==> src/rtl/sdram_request_queue_if.sv <==
// User-facing streams of the SDRAM request queue: request, write-beat and
// read-response channels, grouped so they can be passed as one port.
//
// Handshake (req and wr channels): a transfer happens on a rising clk edge
// where valid and ready are both high. While valid is high and ready is low
// the sender holds its payload stable. The rsp channel is push-only:
// rsp_valid marks a beat and there is no ready, so the receiver must always
// take it.
interface sdram_request_queue_if #(
    parameter int USER_ADDRESS_WIDTH = 24,
    parameter int DATA_WIDTH         = 16
);
    logic                          req_valid;
    logic                          req_ready;
    logic                          req_write;
    logic [USER_ADDRESS_WIDTH-1:0] req_address;
    logic                          wr_valid;
    logic                          wr_ready;
    logic [DATA_WIDTH-1:0]         wr_data;
    logic                          rsp_valid;
    logic [DATA_WIDTH-1:0]         rsp_data;
    logic                          rsp_last;

    modport master (
        output req_valid, req_write, req_address, wr_valid, wr_data,
        input  req_ready, wr_ready, rsp_valid, rsp_data, rsp_last
    );

    modport slave (
        input  req_valid, req_write, req_address, wr_valid, wr_data,
        output req_ready, wr_ready, rsp_valid, rsp_data, rsp_last
    );
endinterface

==> src/rtl/sdram_request_queue.sv <==
// Request front-end for the SDRAM controller. Queues read/write requests,
// collects write beats, then drives the controller's level-held command,
// address and write data one operation at a time. Read beats are returned
// one cycle after data_read_valid on the push-only rsp stream.
// state_dbg exposes the FSM state for checkers.
module sdram_request_queue #(
    parameter int USER_ADDRESS_WIDTH = 24,
    parameter int DATA_WIDTH         = 16,
    parameter int BURST_LENGTH       = 1,
    parameter int WRITE_BURST        = 1,
    parameter int QUEUE_DEPTH        = 4,
    parameter int QUIET_CYCLES       = 32
) (
    input  logic                          clk,
    input  logic                          reset,
    sdram_request_queue_if.slave          usr,
    output logic                          busy,
    output logic [1:0]                    command,
    output logic [USER_ADDRESS_WIDTH-1:0] data_address,
    output logic [DATA_WIDTH-1:0]         data_write,
    input  logic [DATA_WIDTH-1:0]         data_read,
    input  logic                          data_read_valid,
    input  logic                          data_write_done,
    output logic [2:0]                    state_dbg
);
    // Beats per write operation.
    localparam int WB      = (WRITE_BURST != 0) ? BURST_LENGTH : 1;
    localparam int BIDX_W  = $clog2(WB + 1);
    // Buffer covers every value beat_idx can encode so indexing is always in range.
    localparam int BUF_N   = 1 << BIDX_W;
    localparam int RCNT_W  = $clog2(BURST_LENGTH + 1);
    localparam int QCNT_W  = $clog2(QUIET_CYCLES + 1);
    localparam int PTR_W   = $clog2(QUEUE_DEPTH);
    localparam int CNT_W   = $clog2(QUEUE_DEPTH + 1);
    localparam int ENTRY_W = USER_ADDRESS_WIDTH + 1;

    localparam logic [1:0] CMD_IDLE  = 2'd0;
    localparam logic [1:0] CMD_WRITE = 2'd1;
    localparam logic [1:0] CMD_READ  = 2'd2;

    typedef enum logic [2:0] {
        S_DRAIN = 3'd0,
        S_IDLE  = 3'd1,
        S_LOAD  = 3'd2,
        S_WR    = 3'd3,
        S_RD    = 3'd4
    } state_t;

    state_t state_q, state_d;

    logic [ENTRY_W-1:0]            fifo_mem [QUEUE_DEPTH];
    logic [PTR_W-1:0]              rd_ptr, wr_ptr;
    logic [CNT_W-1:0]              fifo_cnt;
    logic                          fifo_full, fifo_empty, push, pop;
    logic                          head_write;
    logic [USER_ADDRESS_WIDTH-1:0] head_address;

    logic [QCNT_W-1:0]     quiet_cnt;
    logic [BIDX_W-1:0]     beat_idx;
    logic [RCNT_W-1:0]     rd_cnt;
    logic [DATA_WIDTH-1:0] beat_buf [BUF_N];

    logic event_seen, quiet_done, load_last, wr_last, rd_last;

    assign fifo_full    = (fifo_cnt == CNT_W'(QUEUE_DEPTH));
    assign fifo_empty   = (fifo_cnt == '0);
    assign {head_write, head_address} = fifo_mem[rd_ptr];
    assign push         = usr.req_valid && !fifo_full;
    assign usr.req_ready = !fifo_full;
    assign usr.wr_ready  = (state_q == S_LOAD);

    // Any controller activity restarts the drain window.
    assign event_seen = data_read_valid || data_write_done;
    assign quiet_done = !event_seen && (quiet_cnt == QCNT_W'(QUIET_CYCLES - 1));
    assign load_last  = usr.wr_valid && (beat_idx == BIDX_W'(WB - 1));
    assign wr_last    = data_write_done && (beat_idx == BIDX_W'(WB - 1));
    assign rd_last    = data_read_valid && (rd_cnt == RCNT_W'(BURST_LENGTH - 1));

    assign data_write = beat_buf[beat_idx];
    assign busy       = (state_q != S_IDLE) || !fifo_empty;
    assign state_dbg  = state_q;

    // FSM state register.
    always_ff @(posedge clk or posedge reset) begin
        if (reset) state_q <= S_DRAIN;
        else       state_q <= state_d;
    end

    // Next-state logic; the queue is popped only from IDLE.
    always_comb begin
        state_d = state_q;
        pop     = 1'b0;
        case (state_q)
            S_DRAIN: if (quiet_done) state_d = S_IDLE;
            S_IDLE: begin
                if (!fifo_empty) begin
                    pop     = 1'b1;
                    state_d = head_write ? S_LOAD : S_RD;
                end
            end
            S_LOAD:  if (load_last) state_d = S_WR;
            S_WR:    if (wr_last)   state_d = S_IDLE;
            S_RD:    if (rd_last)   state_d = S_IDLE;
            default: state_d = S_DRAIN;
        endcase
    end

    // Count consecutive event-free cycles while draining.
    always_ff @(posedge clk or posedge reset) begin
        if (reset)                                quiet_cnt <= '0;
        else if (state_q != S_DRAIN || event_seen) quiet_cnt <= '0;
        else if (!quiet_done)                      quiet_cnt <= quiet_cnt + 1'b1;
    end

    // Request FIFO pointers and occupancy.
    always_ff @(posedge clk or posedge reset) begin
        if (reset) begin
            rd_ptr   <= '0;
            wr_ptr   <= '0;
            fifo_cnt <= '0;
        end else begin
            if (push) wr_ptr <= wr_ptr + 1'b1;
            if (pop)  rd_ptr <= rd_ptr + 1'b1;
            fifo_cnt <= fifo_cnt + CNT_W'(push) - CNT_W'(pop);
        end
    end

    // Request FIFO storage; contents are only read once an entry is valid.
    always_ff @(posedge clk) begin
        if (push) fifo_mem[wr_ptr] <= {usr.req_write, usr.req_address};
    end

    // Controller-facing registers, beat tracking and the read response path.
    always_ff @(posedge clk or posedge reset) begin
        if (reset) begin
            command       <= CMD_IDLE;
            data_address  <= '0;
            beat_idx      <= '0;
            rd_cnt        <= '0;
            usr.rsp_valid <= 1'b0;
            usr.rsp_data  <= '0;
            usr.rsp_last  <= 1'b0;
            for (int i = 0; i < BUF_N; i++) beat_buf[i] <= '0;
        end else begin
            usr.rsp_valid <= (state_q == S_RD) && data_read_valid;
            usr.rsp_data  <= data_read;
            usr.rsp_last  <= (state_q == S_RD) && rd_last;
            case (state_q)
                S_IDLE: begin
                    if (pop) begin
                        data_address <= head_address;
                        beat_idx     <= '0;
                        rd_cnt       <= '0;
                        if (!head_write) command <= CMD_READ;
                    end
                end
                S_LOAD: begin
                    if (usr.wr_valid) begin
                        beat_buf[beat_idx] <= usr.wr_data;
                        if (load_last) begin
                            command  <= CMD_WRITE;
                            beat_idx <= '0;
                        end else begin
                            beat_idx <= beat_idx + 1'b1;
                        end
                    end
                end
                S_WR: begin
                    if (data_write_done) begin
                        if (wr_last) begin
                            command  <= CMD_IDLE;
                            beat_idx <= '0;
                        end else begin
                            beat_idx <= beat_idx + 1'b1;
                        end
                    end
                end
                S_RD: begin
                    if (data_read_valid) begin
                        if (rd_last) begin
                            command <= CMD_IDLE;
                            rd_cnt  <= '0;
                        end else begin
                            rd_cnt <= rd_cnt + 1'b1;
                        end
                    end
                end
                default: ;
            endcase
        end
    end
endmodule
==> src/flat_wrapper.sv <==
// flat-port wrapper written by rule: the top's interface ports become plain ports
module sdram_request_queue_flat 
#(
    parameter int USER_ADDRESS_WIDTH = 24,
    parameter int DATA_WIDTH         = 16,
    parameter int BURST_LENGTH       = 1,
    parameter int WRITE_BURST        = 1,
    parameter int QUEUE_DEPTH        = 4,
    parameter int QUIET_CYCLES       = 32
)
  (clk, reset, busy, command, data_address, data_write, data_read, data_read_valid, data_write_done, state_dbg, usr_req_valid, usr_req_write, usr_req_address, usr_wr_valid, usr_wr_data, usr_req_ready, usr_wr_ready, usr_rsp_valid, usr_rsp_data, usr_rsp_last);
  sdram_request_queue_if #(.USER_ADDRESS_WIDTH(USER_ADDRESS_WIDTH), .DATA_WIDTH(DATA_WIDTH)) usr_i ();
  input  logic clk;
  input  logic reset;
  output logic busy;
  output logic [1:0] command;
  output logic [USER_ADDRESS_WIDTH-1:0] data_address;
  output logic [DATA_WIDTH-1:0] data_write;
  input  logic [DATA_WIDTH-1:0] data_read;
  input  logic data_read_valid;
  input  logic data_write_done;
  output logic [2:0] state_dbg;
  input wire logic [$bits(usr_i.req_valid)-1:0] usr_req_valid;
  input wire logic [$bits(usr_i.req_write)-1:0] usr_req_write;
  input wire logic [$bits(usr_i.req_address)-1:0] usr_req_address;
  input wire logic [$bits(usr_i.wr_valid)-1:0] usr_wr_valid;
  input wire logic [$bits(usr_i.wr_data)-1:0] usr_wr_data;
  output wire logic [$bits(usr_i.req_ready)-1:0] usr_req_ready;
  output wire logic [$bits(usr_i.wr_ready)-1:0] usr_wr_ready;
  output wire logic [$bits(usr_i.rsp_valid)-1:0] usr_rsp_valid;
  output wire logic [$bits(usr_i.rsp_data)-1:0] usr_rsp_data;
  output wire logic [$bits(usr_i.rsp_last)-1:0] usr_rsp_last;
  assign usr_i.req_valid = usr_req_valid;
  assign usr_i.req_write = usr_req_write;
  assign usr_i.req_address = usr_req_address;
  assign usr_i.wr_valid = usr_wr_valid;
  assign usr_i.wr_data = usr_wr_data;
  assign usr_req_ready = usr_i.req_ready;
  assign usr_wr_ready = usr_i.wr_ready;
  assign usr_rsp_valid = usr_i.rsp_valid;
  assign usr_rsp_data = usr_i.rsp_data;
  assign usr_rsp_last = usr_i.rsp_last;
  sdram_request_queue #(.USER_ADDRESS_WIDTH(USER_ADDRESS_WIDTH), .DATA_WIDTH(DATA_WIDTH), .BURST_LENGTH(BURST_LENGTH), .WRITE_BURST(WRITE_BURST), .QUEUE_DEPTH(QUEUE_DEPTH), .QUIET_CYCLES(QUIET_CYCLES)) u_core (.clk(clk), .reset(reset), .usr(usr_i), .busy(busy), .command(command), .data_address(data_address), .data_write(data_write), .data_read(data_read), .data_read_valid(data_read_valid), .data_write_done(data_write_done), .state_dbg(state_dbg));
endmodule
==> config.mk <==
export PLATFORM = sky130hd
export DESIGN_NAME = sdram_request_queue_flat
export DESIGN_NICKNAME = d
export VERILOG_FILES = /design/src/rtl/sdram_request_queue_if.sv /design/src/rtl/sdram_request_queue.sv /design/src/flat_wrapper.sv
export SDC_FILE = /design/constraint.sdc
export NUM_CORES = 1
export LEC_CHECK = 0
export CAP_MARGIN = 20
export CELL_PAD_IN_SITES_DETAIL_PLACEMENT = 1
export CELL_PAD_IN_SITES_GLOBAL_PLACEMENT = 1
export CORE_ASPECT_RATIO = 1.1
export CORE_MARGIN = 10
export CORE_UTILIZATION = 35
export DETAILED_ROUTE_END_ITERATION = 8
export PLACE_DENSITY = 0.73
export SLEW_MARGIN = 20
export SYNTH_ARGS = -nofsm -noshare
export SYNTH_HDL_FRONTEND = slang
export SYNTH_SLANG_ARGS = --single-unit
==> constraint.sdc <==
create_clock -name clk -period 6.7 [get_ports clk]
set_input_delay 1.34 -clock clk [delete_from_list [all_inputs] [get_ports clk]]
set_output_delay 1.34 -clock clk [all_outputs]
set_load 0.02 [all_outputs]
==> metrics.log <==
INFO  metric final_hold_viol_count = 0
INFO  metric worst-r2r-cell-count = 10
INFO  metric timing.rr.end = u_core.fifo_cnt[2]
INFO  metric ys.warnings.count = 0
INFO  metric largest_family_of_logic_cells_by_synthesized_area = multiplexers
INFO  metric overflow = 0
INFO  metric maxCapViolCount = 0
INFO  metric detail_route.iter0.violations = 174
INFO  metric die-width = 159.2 microns
INFO  metric path_cells = mux2_2 -> clkdlybuf4s50_1
INFO  metric hold_depth = 1
INFO  metric post_route_cells_drive_above_1_share = 0.2623
INFO  metric clk_pin_slew_worst_paths = 0.07 ns
INFO  metric cp-end-kind = primary output
INFO  metric vias_per_cell = 4.759
INFO  metric hold_class = reg2reg
INFO  metric h-tree-depth = 4
INFO  metric worst_skew_pair.late_latency = 0.44 ns
INFO  metric layout_commonest_cell = clkdlybuf4s50_1
INFO  metric finalWirelength = 16.63 mm
INFO  metric syn_inst = 396
INFO  metric max_slew_vio_count = 0
INFO  metric global_route_wire_length_before_repair = 26.05 mm
INFO  metric timing.reg2reg.setup_slack = 4.00 ns
INFO  metric final_cell_mix = clkdlybuf4s50_1, edfxtp_1, dfrtp_1
INFO  metric crit_type = reg2out
INFO  metric clock_sinks = 194
INFO  metric rsz0062_at_grt = false
INFO  metric worstPathMaxFanout = 21
INFO  metric die_height = 173.2 microns
INFO  metric start_util = 0.3591
INFO  metric synth_compound_area_frac = 0.01710
INFO  metric post_cts_hold_buffer_count = 0
INFO  metric ys_async_sr_fraction = 0.4845
INFO  metric place_hpwl = 11.45 mm
INFO  metric syn_avg_cell_area = 18.85 sq um
INFO  metric worstHoldStart = u_core.rd_cnt
INFO  metric cts_tree = built
INFO  metric drcViolationCount = 0
INFO  metric num_vias = 3974
INFO  metric fin_crit = 3.691 ns
INFO  metric layout_setup_ws = 3.009 ns
INFO  metric critPathRequiredTime = 5.36 ns
INFO  metric ys_seq_elements = 194
INFO  metric critical_path.startpoint_type = register
INFO  metric fillerInstances = 2044
INFO  metric post_synth_fa_ha_maj_area_fraction = 0.01442
INFO  metric grt_use_total = 0.1215
INFO  metric tightest_slew = 0.9391 ns
INFO  metric ir_drop = 0.2287 mV
INFO  metric post_synth_top_flop = edfxtp_1
INFO  metric pin_count = 129
INFO  metric clock-skew-final = 0.01481 ns
INFO  metric outcome = complete, no violations
INFO  metric ant_nets = 0
INFO  metric max_clock_freq = 0.2709 GHz
INFO  metric detail_route.wl_per_cell = 19.91 microns
INFO  metric ys_seq_area_frac = 0.7175
INFO  metric holdPathEnd = u_core.usr.rsp_last
INFO  metric cell_at_the_slowest_stage_of_the_critical_path = dfrtp_1
INFO  metric port_buffers = 128
INFO  metric post_cts_resize_count = 0
INFO  metric hold_ws = 0.4548 ns
INFO  metric flow.area_growth_from_synthesis = 29.22%
INFO  metric ys_types = 47
INFO  metric postCtsSetupBuffers = 0
INFO  metric cp.arrival = 2.35 ns
INFO  metric floorplan.die_area = 0.02757 sq mm
INFO  metric crit_path_max_incr_delay = 0.93 ns
INFO  metric r2r_start = u_core.state_dbg[2]
INFO  metric max-clock-path-buffers = 2
INFO  metric total_cts_buffers = 17
INFO  metric syn-cell-area = 0.007463 sq mm
INFO  metric detailedRoute.firstPassIterationCount = 4
INFO  metric antenna_found_initial = 1
INFO  metric p_leak = 0.003676 uW
INFO  metric gp_congestion = 0.7255
INFO  metric synth_edf_count = 100
INFO  metric dp_worst_setup_slack = 3.448 ns
INFO  metric synthesis.nets = 467
INFO  metric max_slew_margin = 0.3739
INFO  metric post_synth_mux_area_share = 0.1869
INFO  metric fraction_of_synthesized_cell_area_in_xor_and_xnor_cells = 0.008215
INFO  metric setup_viol = 0
INFO  metric rows = 55
INFO  metric sum_of_negative_setup_slack = 0 ns
INFO  metric timing.final.crit_share = 0.5509
INFO  metric clock_tree_root = clkbuf_16
INFO  metric finalNetCount = 607
INFO  metric grt_pass1_vias = 4476
INFO  metric grt_max_degree = 52
INFO  metric design.core.area = 0.02078 sq mm
INFO  metric power.density_cell_area = 428.3 mW/mm^2
INFO  metric synth_simple_gate_area_frac = 0.03923
## Yosys cell counts (4+ instances only)
cell	count	area, sq um
nand2_1	7	26.28
and3_1	6	37.54
buf_4	4	30.03
nor2_1	8	30.03
mux2_2	73	822.0
mux4_2	25	563.0
a31oi_1	4	25.02
inv_1	9	33.78
ha_1	7	87.58
xnor2_1	5	43.79
nand3_1	4	20.02
buf_2	6	30.03
dfrtp_1	94	2352
edfxtp_1	100	3003
## report_power, final
part | total (uW) | leakage (uW) | switching [uW] | internal [uW]
Clock | 979 | 0.000284 | 482 | 497
Combinational | 1390 | 0.00131 | 654 | 735
Sequential | 1760 | 0.00208 | 197 | 1570
## through the flow
step,util,cells,power [uW],area [sq um]
global placement,0.4363,802,3149,9067
floorplan,-,396,2627,7463
finish,0.4641,835,4130,9644
global route,0.4639,834,4368,9642
CTS,0.4639,834,4211,9642
detailed placement,0.4363,802,3209,9067
## worst max-delay path by stage
stage | start | end | slack (ns)
after floorplan | reset | u_core.beat_buf[0] | 2.91
after global placement | u_core.beat_idx | data_write[10] | 3.51
after detailed placement | u_core.beat_idx | data_write[3] | 3.45
after CTS | u_core.beat_idx | data_write[3] | 2.96
after global routing | u_core.beat_idx | data_write[3] | 2.92
final | u_core.beat_idx | data_write[3] | 3.01
## critical path, delay by kind of cell (launching register included)
kind / cells / cell delay (ns)
buf+inv: 1 / 0.56
mux: 1 / 0.42
flops: 1 / 0.93
## per-layer routing
layer | vias to the layer above | track usage | share of wire
met1 | 2071 | 0.1425 | 0.43
met2 | 103 | 0.2055 | 0.51
met4 | 0 | 0.03864 | 0.0085
li1 | 1785 | - | -
met5 | - | 0 | 0
met3 | 15 | 0.04109 | 0.054
## logic make-up after synthesis
group | count (synthesis)
compound gates | 18
xor+xnor | 7
mux | 99
simple gates | 47
fa+ha+maj | 8
flops | 194
buf+inv | 23
## flip-flops by register name (all words and copies together) (netlist names)
signal,cells
u_core.usr.rsp_valid,1
u_core.state_dbg,3
u_core.beat_buf,32
u_core.fifo_mem,100
u_core.data_address,24
u_core.fifo_cnt,3
u_core.rd_ptr,2
u_core.usr.rsp_data,16
u_core.quiet_cnt,6
u_core.beat_idx,1
u_core.usr.rsp_last,1
u_core.command,2
u_core.wr_ptr,2
u_core.rd_cnt,1
## cell type report
class | instances | area, sq um | area share
Sequential cell | 194 | 5356 | 0.5554
Inverter | 9 | 36.28 | 0.003762
Clock inverter | 14 | 145.1 | 0.01505
Tap cell | 285 | 356.6 | 0.03697
Timing Repair Buffer | 135 | 1334 | 0.1383
Antenna cell | 1 | 2.502 | 0.0002595
Multi-Input combinational cell | 179 | 1984 | 0.2058
Clock buffer | 18 | 429.2 | 0.04450
Note: power is estimated with default switching activity, not from simulation.
